--- src/rtl/axi_pad_pkg.sv ---
// Shared types and constants for the AXI pad stage and its read-latency monitor.
package axi_pad_pkg;

  localparam logic [31:0] PadNoOverride = 32'hFFFF_FFFF;
  localparam logic [31:0] LatSat        = 32'hFFFF_FFFE;
  localparam int unsigned IdW           = 4;

  typedef enum logic [1:0] {
    IDLE    = 2'd0,
    MEASURE = 2'd1,
    PUBLISH = 2'd2
  } lat_mon_state_e;

  // Snooped slave-side channel views: only the fields the monitor looks at.
  typedef struct packed {
    logic [IdW-1:0] id;
  } ar_chan_t;

  typedef struct packed {
    logic [IdW-1:0] id;
    logic           last;
  } r_chan_t;

  typedef struct packed {
    ar_chan_t ar;
    logic     ar_valid;
    logic     r_ready;
  } req_slv_t;

  typedef struct packed {
    logic     ar_ready;
    r_chan_t  r;
    logic     r_valid;
  } resp_slv_t;

  function automatic logic [31:0] sat_inc32(input logic [31:0] x);
    return (x == 32'hFFFF_FFFF) ? x : x + 32'd1;
  endfunction

endpackage

--- src/rtl/axi_rd_lat_mon.sv ---
// Passive AR->R-last latency monitor; publishes window max + margin for one
// cycle to drive axi_pad's pad_cycles_i, otherwise signals no override.
module axi_rd_lat_mon
  import axi_pad_pkg::*;
#(
  parameter int unsigned WindowTxns = 16,
  parameter int unsigned Margin     = 2,
  parameter type         req_t      = req_slv_t,
  parameter type         resp_t     = resp_slv_t
) (
  input  logic        clk_i,
  input  logic        rst_ni,
  input  logic        en_i,
  input  logic        clear_i,
  input  req_t        mon_req_i,
  input  resp_t       mon_resp_i,
  output logic [31:0] pad_cycles_o,
  output logic [31:0] max_lat_o,
  output logic [31:0] txn_cnt_o,
  output logic [31:0] skipped_o
);

  localparam int unsigned CntW = $clog2(WindowTxns + 1);

  lat_mon_state_e state_q;
  logic [IdW-1:0] id_q;
  logic [31:0]    lat_q, lat_d;
  logic [31:0]    max_q, max_d;
  logic [CntW-1:0] win_q, win_d;
  logic [31:0]    txn_q, skip_q;
  logic [31:0]    pub_q, pub_d;
  logic [32:0]    pub_sum;
  logic           ar_hs, rl_hs, win_full;

  always_comb begin
    ar_hs    = mon_req_i.ar_valid && mon_resp_i.ar_ready;
    rl_hs    = mon_resp_i.r_valid && mon_req_i.r_ready && mon_resp_i.r.last
               && (mon_resp_i.r.id == id_q);
    lat_d    = (lat_q == LatSat) ? lat_q : lat_q + 32'd1;
    max_d    = (lat_q > max_q) ? lat_q : max_q;
    win_d    = win_q + CntW'(1);
    win_full = (win_d == CntW'(WindowTxns));
    // 33-bit sum so the margin can never wrap onto the no-override code.
    pub_sum  = {1'b0, max_d} + 33'(Margin);
    pub_d    = (pub_sum > {1'b0, LatSat}) ? LatSat : pub_sum[31:0];
  end

  always_ff @(posedge clk_i) begin
    if (!rst_ni) begin
      state_q <= IDLE;
      id_q    <= '0;
      lat_q   <= '0;
      max_q   <= '0;
      win_q   <= '0;
      txn_q   <= '0;
      skip_q  <= '0;
      pub_q   <= '0;
    end else if (clear_i) begin
      state_q <= IDLE;
      lat_q   <= '0;
      max_q   <= '0;
      win_q   <= '0;
      txn_q   <= '0;
      skip_q  <= '0;
    end else if (!en_i) begin
      // A publish already on the output still retires its window.
      state_q <= IDLE;
      lat_q   <= '0;
      if (state_q == PUBLISH) begin
        max_q <= '0;
        win_q <= '0;
      end
    end else begin
      case (state_q)
        IDLE: begin
          if (ar_hs) begin
            id_q    <= mon_req_i.ar.id;
            lat_q   <= 32'd1;
            state_q <= MEASURE;
          end
        end
        MEASURE: begin
          if (rl_hs) begin
            max_q <= max_d;
            win_q <= win_d;
            txn_q <= sat_inc32(txn_q);
            if (win_full) begin
              pub_q   <= pub_d;
              state_q <= PUBLISH;
              if (ar_hs) skip_q <= sat_inc32(skip_q);
            end else if (ar_hs) begin
              id_q  <= mon_req_i.ar.id;
              lat_q <= 32'd1;
            end else begin
              state_q <= IDLE;
            end
          end else begin
            lat_q <= lat_d;
            if (ar_hs) skip_q <= sat_inc32(skip_q);
          end
        end
        PUBLISH: begin
          max_q <= '0;
          win_q <= '0;
          if (ar_hs) begin
            id_q    <= mon_req_i.ar.id;
            lat_q   <= 32'd1;
            state_q <= MEASURE;
          end else begin
            state_q <= IDLE;
          end
        end
        default: state_q <= IDLE;
      endcase
    end
  end

  assign pad_cycles_o = (state_q == PUBLISH) ? pub_q : PadNoOverride;
  assign max_lat_o    = max_q;
  assign txn_cnt_o    = txn_q;
  assign skipped_o    = skip_q;

endmodule
--- config.mk ---
export PLATFORM = sky130hd
export DESIGN_NAME = axi_rd_lat_mon
export DESIGN_NICKNAME = d
export VERILOG_FILES = /design/src/rtl/axi_pad_pkg.sv /design/src/rtl/axi_rd_lat_mon.sv
export SDC_FILE = /design/constraint.sdc
export NUM_CORES = 1
export LEC_CHECK = 0
export CAP_MARGIN = 10
export CORE_UTILIZATION = 55
export DETAILED_ROUTE_END_ITERATION = 6
export MAX_ROUTING_LAYER = met4
export PLACE_DENSITY = 0.9
export SYNTH_ARGS = -nofsm -noshare
export SYNTH_HDL_FRONTEND = slang
export SYNTH_SLANG_ARGS = --single-unit
--- constraint.sdc ---
create_clock -name clk_i -period 5.01 [get_ports clk_i]
set_input_delay 0.501 -clock clk_i [delete_from_list [all_inputs] [get_ports clk_i]]
set_output_delay 0.501 -clock clk_i [all_outputs]
set_load 0.05 [all_outputs]
* Word-level counts from Yosys, hierarchy flattened
Cells that the tools add are included.
** Word-level totals
- Register bits :: 171
- Input port bits :: 17
** Operators by class
- Bitwise logic cells :: 4
- Equal/unequal tests :: 15
- Add/sub/neg operators :: 5
- Reduce and logical (&&, ||, !) cells :: 18
- Magnitude comparators :: 2
- Muxes and demuxes :: 30
** Operators by type and width (number)
- $mux W32 :: 14
- $pmux W32 S2 :: 2
- $add A32 B1 Y32 const B :: 3
- $eq A32 B32 Y1 const B :: 3
- $add A32 B2 Y33 const B :: 1
- $gt A33 B32 Y1 const B :: 1
- $gt A32 B32 Y1 :: 1
- $mux W5 :: 3
- $mux W4 :: 3
- $ne A3 B3 Y1 const B :: 4
- $reduce_and A3 Y1 :: 4
- $pmux W5 S2 :: 1
- $reduce_and A5 Y1 :: 2
- $mux W2 :: 4
- $pmux W4 S2 :: 1
- $ne A2 B2 Y1 const B :: 3
- $pmux W2 S3 :: 1
- $reduce_bool A2 Y1 :: 3
- $add A5 B1 Y5 const B :: 1
- $eq A5 B5 Y1 const B :: 1
- $eq A4 B4 Y1 :: 1
- $logic_and A1 B1 Y1 :: 4
- $not A1 Y1 :: 4
- $reduce_and A4 Y1 :: 1
- other kinds (7) :: 8

* Depth between registers and ports, before layout
Gate-level depths: netlist of run 1.
- Word-level depth :: 6
- Depth in mapped cells :: 19

* Worst setup path before layout of run 1
Ideal clock, no wire load.
- Path kind :: register to register
- From :: reg max_q[13] (netlist: max_lat_o[13])
- To :: reg pub_q[1]
- Arrival :: 4.531 ns
- Buffers on the path :: 2
- Clock period less this slack :: 4.601 ns
- Slack :: 0.409 ns
- Stages on the path, launching flop included :: 19
- Path through :: dfxtp_1 -> clkbuf_1 -> inv_1 -> ha_1 -> nand4_1 -> a2111oi_1 -> o311ai_1 -> nand2_1 -> mux2_2 -> ha_1 -> buf_2 -> xnor2_1 -> a2111oi_0 -> o21ai_0 -> a2111oi_0 -> and4_1 -> nand4b_1 -> o311a_1 -> a21oi_1
** Between the ends
- Cells in the longest elaborated chain, start to end :: 5
** RTL lines
- from (decl) :: RTL line axi_rd_lat_mon.sv:28 : logic [31:0] max_q, max_d;
- from (signal assigned) :: RTL line axi_rd_lat_mon.sv:84 : max_q <= max_d;
- $gt A32 B32 Y1 :: RTL line axi_rd_lat_mon.sv:40 : max_d = (lat_q > max_q) ? lat_q : max_q;
- $mux W32 (*) :: RTL line axi_rd_lat_mon.sv:40
- $add A32 B2 Y33 (*) :: RTL line axi_rd_lat_mon.sv:44 : pub_sum = {1'b0, max_d} + 33'(Margin);
- $gt A33 B32 Y1 :: RTL line axi_rd_lat_mon.sv:45 : pub_d = (pub_sum > {1'b0, LatSat}) ? LatSat : pub_sum[31:0];
- $mux W32 (*) :: RTL line axi_rd_lat_mon.sv:45
- to (signal assigned) :: RTL line axi_rd_lat_mon.sv:88 : pub_q <= pub_d;
- to (decl) :: RTL line axi_rd_lat_mon.sv:31 : logic [31:0] pub_q, pub_d;
Every way passes the cells marked *; elsewhere a longest branch is shown, timed or not.
A chain may end at the register's enable or synchronous reset.

* Worst setup path after layout of run 1
- From :: reg max_q[24] (netlist: max_lat_o[24])
- To :: reg pub_q[0]
The elaborated chain is that of the path after synthesis.

==> impl_metrics.toml, run 1 <==
[outcome]
status = "finished, final reports clean"

[global_route]
grt_pass1_wl_um = 58100
grt_max_degree = 100
grt_pass1_vias = 11000
grt_usage_pct = 37.6
grt_overflow = 0
antenna_found_initial = 0

[synthesis]
synth_top_cell_area_share_pct = 31.2
ys_warn_count = 0
synth_flop_cell = "dfxtp_1"
avgSynthCellArea_um2 = 7.53
synth-simple-area-share_pct = 31.4
synth-edff-count = 0
synth_common_cells = "dfxtp_1, nor2_1, nand2_1"
ys_seq_area_share_pct = 31.2
synth_most_common_cell = "dfxtp_1"
postSynthCellCount = 1457
synth_area_um2 = 11000
async_flop_share_pct = 0
synthXorXnorAreaFrac_pct = 9.10
synth_top_family_by_area = "simple AND/OR/NAND/NOR gates"
ys_types = 77
synthMuxAreaShare_pct = 2.28
syn-num-nets = 1514
synthAdderAreaFrac_pct = 4.56
synth-compound-area-share_pct = 15.7
ys_ff_latch = 171
synthTopCellsByArea = "dfxtp_1, a21oi_1, xnor2_1, nand3_1, nor2_1"
yosysTopAreaCell = "dfxtp_1"

[critical_path]
cp_max_fo = 8
slowest_delay_ps = 520
critPathLaunchType = "flop"
crit_arrival_ps = 5050
path_delay_family = "simple AND/OR/NAND/NOR gates"
critPathKind = "reg -> reg"
cp-end-kind = "flop"
crit_path_cell_trace = "inv_1 > ha_1 > nand4_1 > nor4_4 > nand3_1 > o311ai_1 > nand2_1 > mux2_2 > ha_2 > and3_1 > nor4_1 > a31oi_1 > o32a_1 > a2111oi_1 > nand4_1 > o22ai_1 > o32ai_1"
cpMaxStageDelayCell = "a2111oi_1"
cpMostUsedCell = "nand4_1"
crit_buf_inv = 1
cp.required_ps = 5280

[floorplan]
fp.dieW_um = 143
pin_count = 145
design.core.area_um2 = 19500
die_h_um = 143
rows = 51
dieArea_um2 = 20500
initial_core_util_pct = 56.2

[layout]
antenna_cells = 0
drive_gt1_share_pct = 10.3
nets = 1663
nFillCells = 1600
syn2layout_area_growth_pct = 24.2

[timing]
period_minus_slack_ps = 4780
slew-limit-headroom_pct = 22.4
max_freq_mhz = 209
finalCritPeriodShare_pct = 95.4
timing.final.hold_violations = 0
rsz0062_at_grt = "no"
worst_slack_ps = 229
finalSetupTns_ps = 0
setup_viol = 0
worst_pin_slew_ps = 1160
clock-skew-final_ps = 17.1
slew_violations = 0

[clock_tree]
cts_buffer_depth = 2
clock_sinks = 171
clockRootBuffer = "clkbuf_16"
clk_pin_slew_ps = 70
cts_tree = "done"
worst_skew_pair.late_latency_ps = 450
ctsHtreeMaxLevel = 4
numCtsBuffers = 17
hold_buffers = 0

[power]
p_sw_mw = 0.685
p_sw_share_pct = 24.5
ir_drop_v = 0.000240
power_density_nw_per_um2 = 205
combPwrFrac_pct = 2.9
pwr-share-clk_pct = 48.4
p_leak_nw = 4.41
intPower_mw = 2.11
share_seq_of_total_power_pct = 48.7

[routing]
wl_per_cell_um = 19.5
ant_nets = 0
drt-total-wl_um = 36800
drcViolationCount = 0
first_pass_iters = 6
num_vias = 11800
via_per_inst = 6.25
drtIter0Drc = 1200

[flow_run]
max_cap_violations = 0

[place]
portBuffers = 144
gp_congestion = 1.07
dp_hpwl_um = 26900
post-place-ws_ps = 22.7

[worst_hold_path]
min_path_type = "reg -> reg"
-- flip-flops by register name, summed over array words and instances (netlist names) --
| name | flops |
|---|---|
| lat_q | 32 |
| max_lat_o | 32 |
| pub_q | 32 |
| skipped_o | 32 |
| txn_cnt_o | 32 |
| win_q | 5 |
| id_q | 4 |
| state_q | 2 |
-- placed cells by master, fill, tap and decap left out, types with 39 or more instances in the layout --
cell / count
inv_1: 54
ha_1: 39
clkdlybuf4s50_1: 144
xor2_1: 41
nand4_1: 50
or3_1: 53
nand3_1: 103
nand2_1: 136
buf_4: 84
nor2_1: 137
o21ai_0: 59
xnor2_1: 73
nor3_1: 49
dfxtp_1: 171
a21oi_1: 133
-- final cells by class --
class                   instances  area, um2  area share, %
clock buffers                  19        443           3.25
clock inverters                13        153           1.12
inverters                      56        210           1.54
multi-input cells            1131       6970           51.2
flip-flops and latches        171       3420           25.1
well taps                     265        332           2.43
repair buffers                229       2090           15.4
-- metrics by stage --
| step | area, um2 | hold WS, ps | util (%) | total power, mW | cells |
|---|---|---|---|---|---|
| finish | 13600 | 486 | 69.7 | 2.79 | 1884 |
| floorplan | 11000 | 444 | - | 1.44 | 1457 |
| detailed placement | 13000 | 470 | 66.5 | 1.47 | 1852 |
| global placement | 13000 | 470 | 66.5 | 1.47 | 1852 |
| global route | 13600 | 517 | 69.7 | 2.86 | 1884 |
| CTS | 13600 | 482 | 69.6 | 2.80 | 1884 |
-- power groups by stage --
| stage | combinational (mW) | sequential, mW | clock [mW] |
|---|---|---|---|
| 2_1_floorplan | 0.0467 | 1.39 | 0 |
| 3_3_place_gp | 0.0772 | 1.39 | 0 |
| 3_5_place_dp | 0.0784 | 1.39 | 0 |
| 4_1_cts | 0.0785 | 1.36 | 1.36 |
| 5_1_grt | 0.0854 | 1.36 | 1.42 |
| 6_report | 0.0803 | 1.36 | 1.35 |
-- layer usage --
metal / share of wire (%) / vias to the layer above / GRT usage (%)
li1: - / 5486 / -
met5: 0 / - / -
met4: 4.0 / 0 / 16.8
met2: 45 / 735 / 59.7
met1: 40 / 5438 / 46.3
met3: 11 / 119 / 7.11
-- repair_timing --
item,CTS,global route
resized for setup,1,6
buffers inserted,0,0
endpoints found under the setup margin,3,3
-- logic make-up after synthesis --
| kind of cell | count (synthesis) |
|---|---|
| DFF | 171 |
| buffers and inverters | 155 |
| adders and majority gates | 40 |
| xor gates and xnor gates | 114 |
| AOI/OAI and AO/OA | 291 |
| muxes | 23 |
| and+or+nand+nor | 663 |
-- worst register-to-register path: stages, from the launching register on --
cell,delay (ps)
dfxtp_1,460
inv_1,180
ha_1,320
nand4_1,210
nor4_4,420
nand3_1,160
o311ai_1,210
nand2_1,230
mux2_2,350
ha_2,240
and3_1,230
nor4_1,240
a31oi_1,70
o32a_1,230
a2111oi_1,520
nand4_1,200
o22ai_1,220
o32ai_1,110
-- final timing paths --
path	start	to	slack, ps	cells past startpoint
max	max_lat_o[24]	pub_q[0]	230	17
max reg2reg	max_lat_o[24]	pub_q[0]	230	17
min reg2reg	pub_q[0]	pub_q[0]	490	2
min	pub_q[0]	pub_q[0]	490	2
(Power assumes the default switching activity.)
==> inputs of run 2 (changes only) <==
- RECOVER_POWER: unset -> 100
==> impl_metrics.toml, run 2 (synthesis results as in run 1) <==
[flow_run]
max_cap_violations = 1

[critical_path]
critPathLaunchType = "flop"
crit_arrival_ps = 5130
timing.rr.start = "max_lat_o[24]"
cp.required_ps = 5380
crit_path_cell_trace = "inv_1 > ha_1 > nand4_1 > nor4_4 > nand3_1 > o311ai_1 > nand2_1 > mux2_2 > ha_2 > buf_4 > inv_1 > o41ai_1 > a32oi_1 > a2111oi_1 > and4_1 > nand4b_1 > o311a_1 > a21oi_1"
reg2reg_depth = 18
cpMostUsedCell = "inv_1"
cp_max_fo = 9
slowest_delay_ps = 490
cp-end-kind = "flop"
r2r-end = "pub_q[1]"
critPathKind = "reg -> reg"
reg2reg_slack_ps = 250
cpMaxStageDelayCell = "a2111oi_1"

[timing]
rsz0062_at_grt = "no"
finalCritPeriodShare_pct = 95.0
slew-limit-headroom_pct = -12.1
finalSetupTns_ps = 0
period_minus_slack_ps = 4760
worst_pin_slew_ps = 1680
setup_viol = 0
max_freq_mhz = 210
slew_violations = 11
hold_ws_ps = 487
timing.final.hold_violations = 0
clock-skew-final_ps = 11.8

[global_route]
grt_usage_pct = 37.6
grt_pass1_vias = 11000
grt_pass1_wl_um = 58100
grt_overflow = 0
antenna_found_initial = 0
grt_max_degree = 100

[power]
power_density_nw_per_um2 = 206
power_mw = 2.79
ir_drop_v = 0.000238
p_leak_nw = 4.61
share_seq_of_total_power_pct = 48.8
combPwrFrac_pct = 2.8
p_sw_share_pct = 24.4
pwr-share-clk_pct = 48.4
intPower_mw = 2.11
p_sw_mw = 0.680

[routing]
ant_nets = 0
drcViolationCount = 0
via_per_inst = 6.32
first_pass_iters = 5
drtIter0Drc = 1088
num_vias = 11900
wl_per_cell_um = 19.5
drt-total-wl_um = 36800

[layout]
final_cell_mix = "dfxtp_1, nor2_1, nand2_1, a21oi_1, dlygate4sd3_1"
final-seq-area_um2 = 3420
syn2layout_area_growth_pct = 23.2
multi_input_comb_area_um2 = 6870
nets = 1663
antenna_cells = 0
nFillCells = 1624
drive_gt1_share_pct = 9.14
mostFrequentLayoutCell = "dfxtp_1"

[place]
portBuffers = 144
dp_hpwl_um = 26900
gp_congestion = 1.07

[floorplan]
initial_core_util_pct = 56.2
pin_count = 145
dieArea_um2 = 20500
fp.dieW_um = 143
rows = 51
design.core.area_um2 = 19500
die_h_um = 143

[worst_hold_path]
hold_end = "pub_q[0]"
worstHoldStart = "pub_q[0]"
min_path_type = "reg -> reg"
whs_path_depth = 2

[clock_tree]
clockRootBuffer = "clkbuf_16"
cts_tree = "done"
ctsHtreeMaxLevel = 4
cts_buffer_depth = 2
numCtsBuffers = 17
clk_pin_slew_ps = 70
hold_buffers = 0
worst_skew_pair.late_latency_ps = 440
clock_sinks = 171

[outcome]
violations = "max-capacitance violations, max-slew violations"
status = "complete, but fails checks"
[run 2: changes by cell type in the layout (fill, tap and decap cells not counted), moves of 2 or more]
cell,previous run,this run
mux2_1,0,4
dlygate4sd3_1,0,128
nor3_2,4,2
buf_4,84,79
clkbuf_1,1,5
clkdlybuf4s50_1,144,16
mux2_2,16,12
nor3_1,49,51
o21ai_1,29,10
o21ai_0,59,78
[run 2: how the worst max path moves through the flow]
stage                   from  endpoint  slack, ps
2_1_floorplan  max_lat_o[13]  pub_q[1]        410
3_3_place_gp   max_lat_o[24]  pub_q[0]        120
3_5_place_dp   max_lat_o[24]  pub_q[0]         20
4_1_cts        max_lat_o[24]  pub_q[0]        150
5_1_grt        max_lat_o[24]  pub_q[2]         30
6_report       max_lat_o[24]  pub_q[1]        250
[run 2: power by group through the flow]
stage	Clock [mW]	Combinational [mW]	Sequential [mW]
4_1_cts	1.36	0.0785	1.36
3_5_place_dp	0	0.0784	1.39
2_1_floorplan	0	0.0467	1.39
6_report	1.35	0.0779	1.36
3_3_place_gp	0	0.0772	1.39
5_1_grt	1.42	0.0832	1.36
[run 2: metrics by stage]
stage	instances	utilization, %	setup slack (ps)	cell area (um2)
final	1884	69.2	250	13500
after global routing	1884	69.2	33.0	13500
after CTS	1884	69.6	147	13600
after detailed placement	1852	66.5	22.7	13000
after global placement	1852	66.5	118	13000
after floorplan	1457	-	409	11000
[run 2: repair_timing]
| item | 4_1_cts | 5_1_grt |
|---|---|---|
| buffers inserted | 0 | 0 |
| setup endpoints to repair | 3 | 3 |
| gates resized for setup | 1 | 6 |
[run 2: critical path: cells and delay by family, from the launching register on]
kind	cells	cell delay [ps]
compound gates	6	1480
fa+ha+maj	2	570
buf+inv	3	460
flops	1	450
mux	1	310
simple gates	6	1410
[run 2: layout make-up]
class	count	share of cell area [%]
Sequential cell	171	25.3
Multi-Input combinational cell	1131	50.9
Clock inverter	13	1.13
Timing Repair Buffer	229	15.4
Inverter	56	1.56
Tap cell	265	2.45
Clock buffer	19	3.28
[run 2: routing by layer]
metal,vias up,part of all wire (%),GRT usage (%)
met3,122,11,7.11
met4,0,4.1,16.8
met5,-,0,-
li1,5482,-,-
met2,784,45,59.7
met1,5522,40,46.3
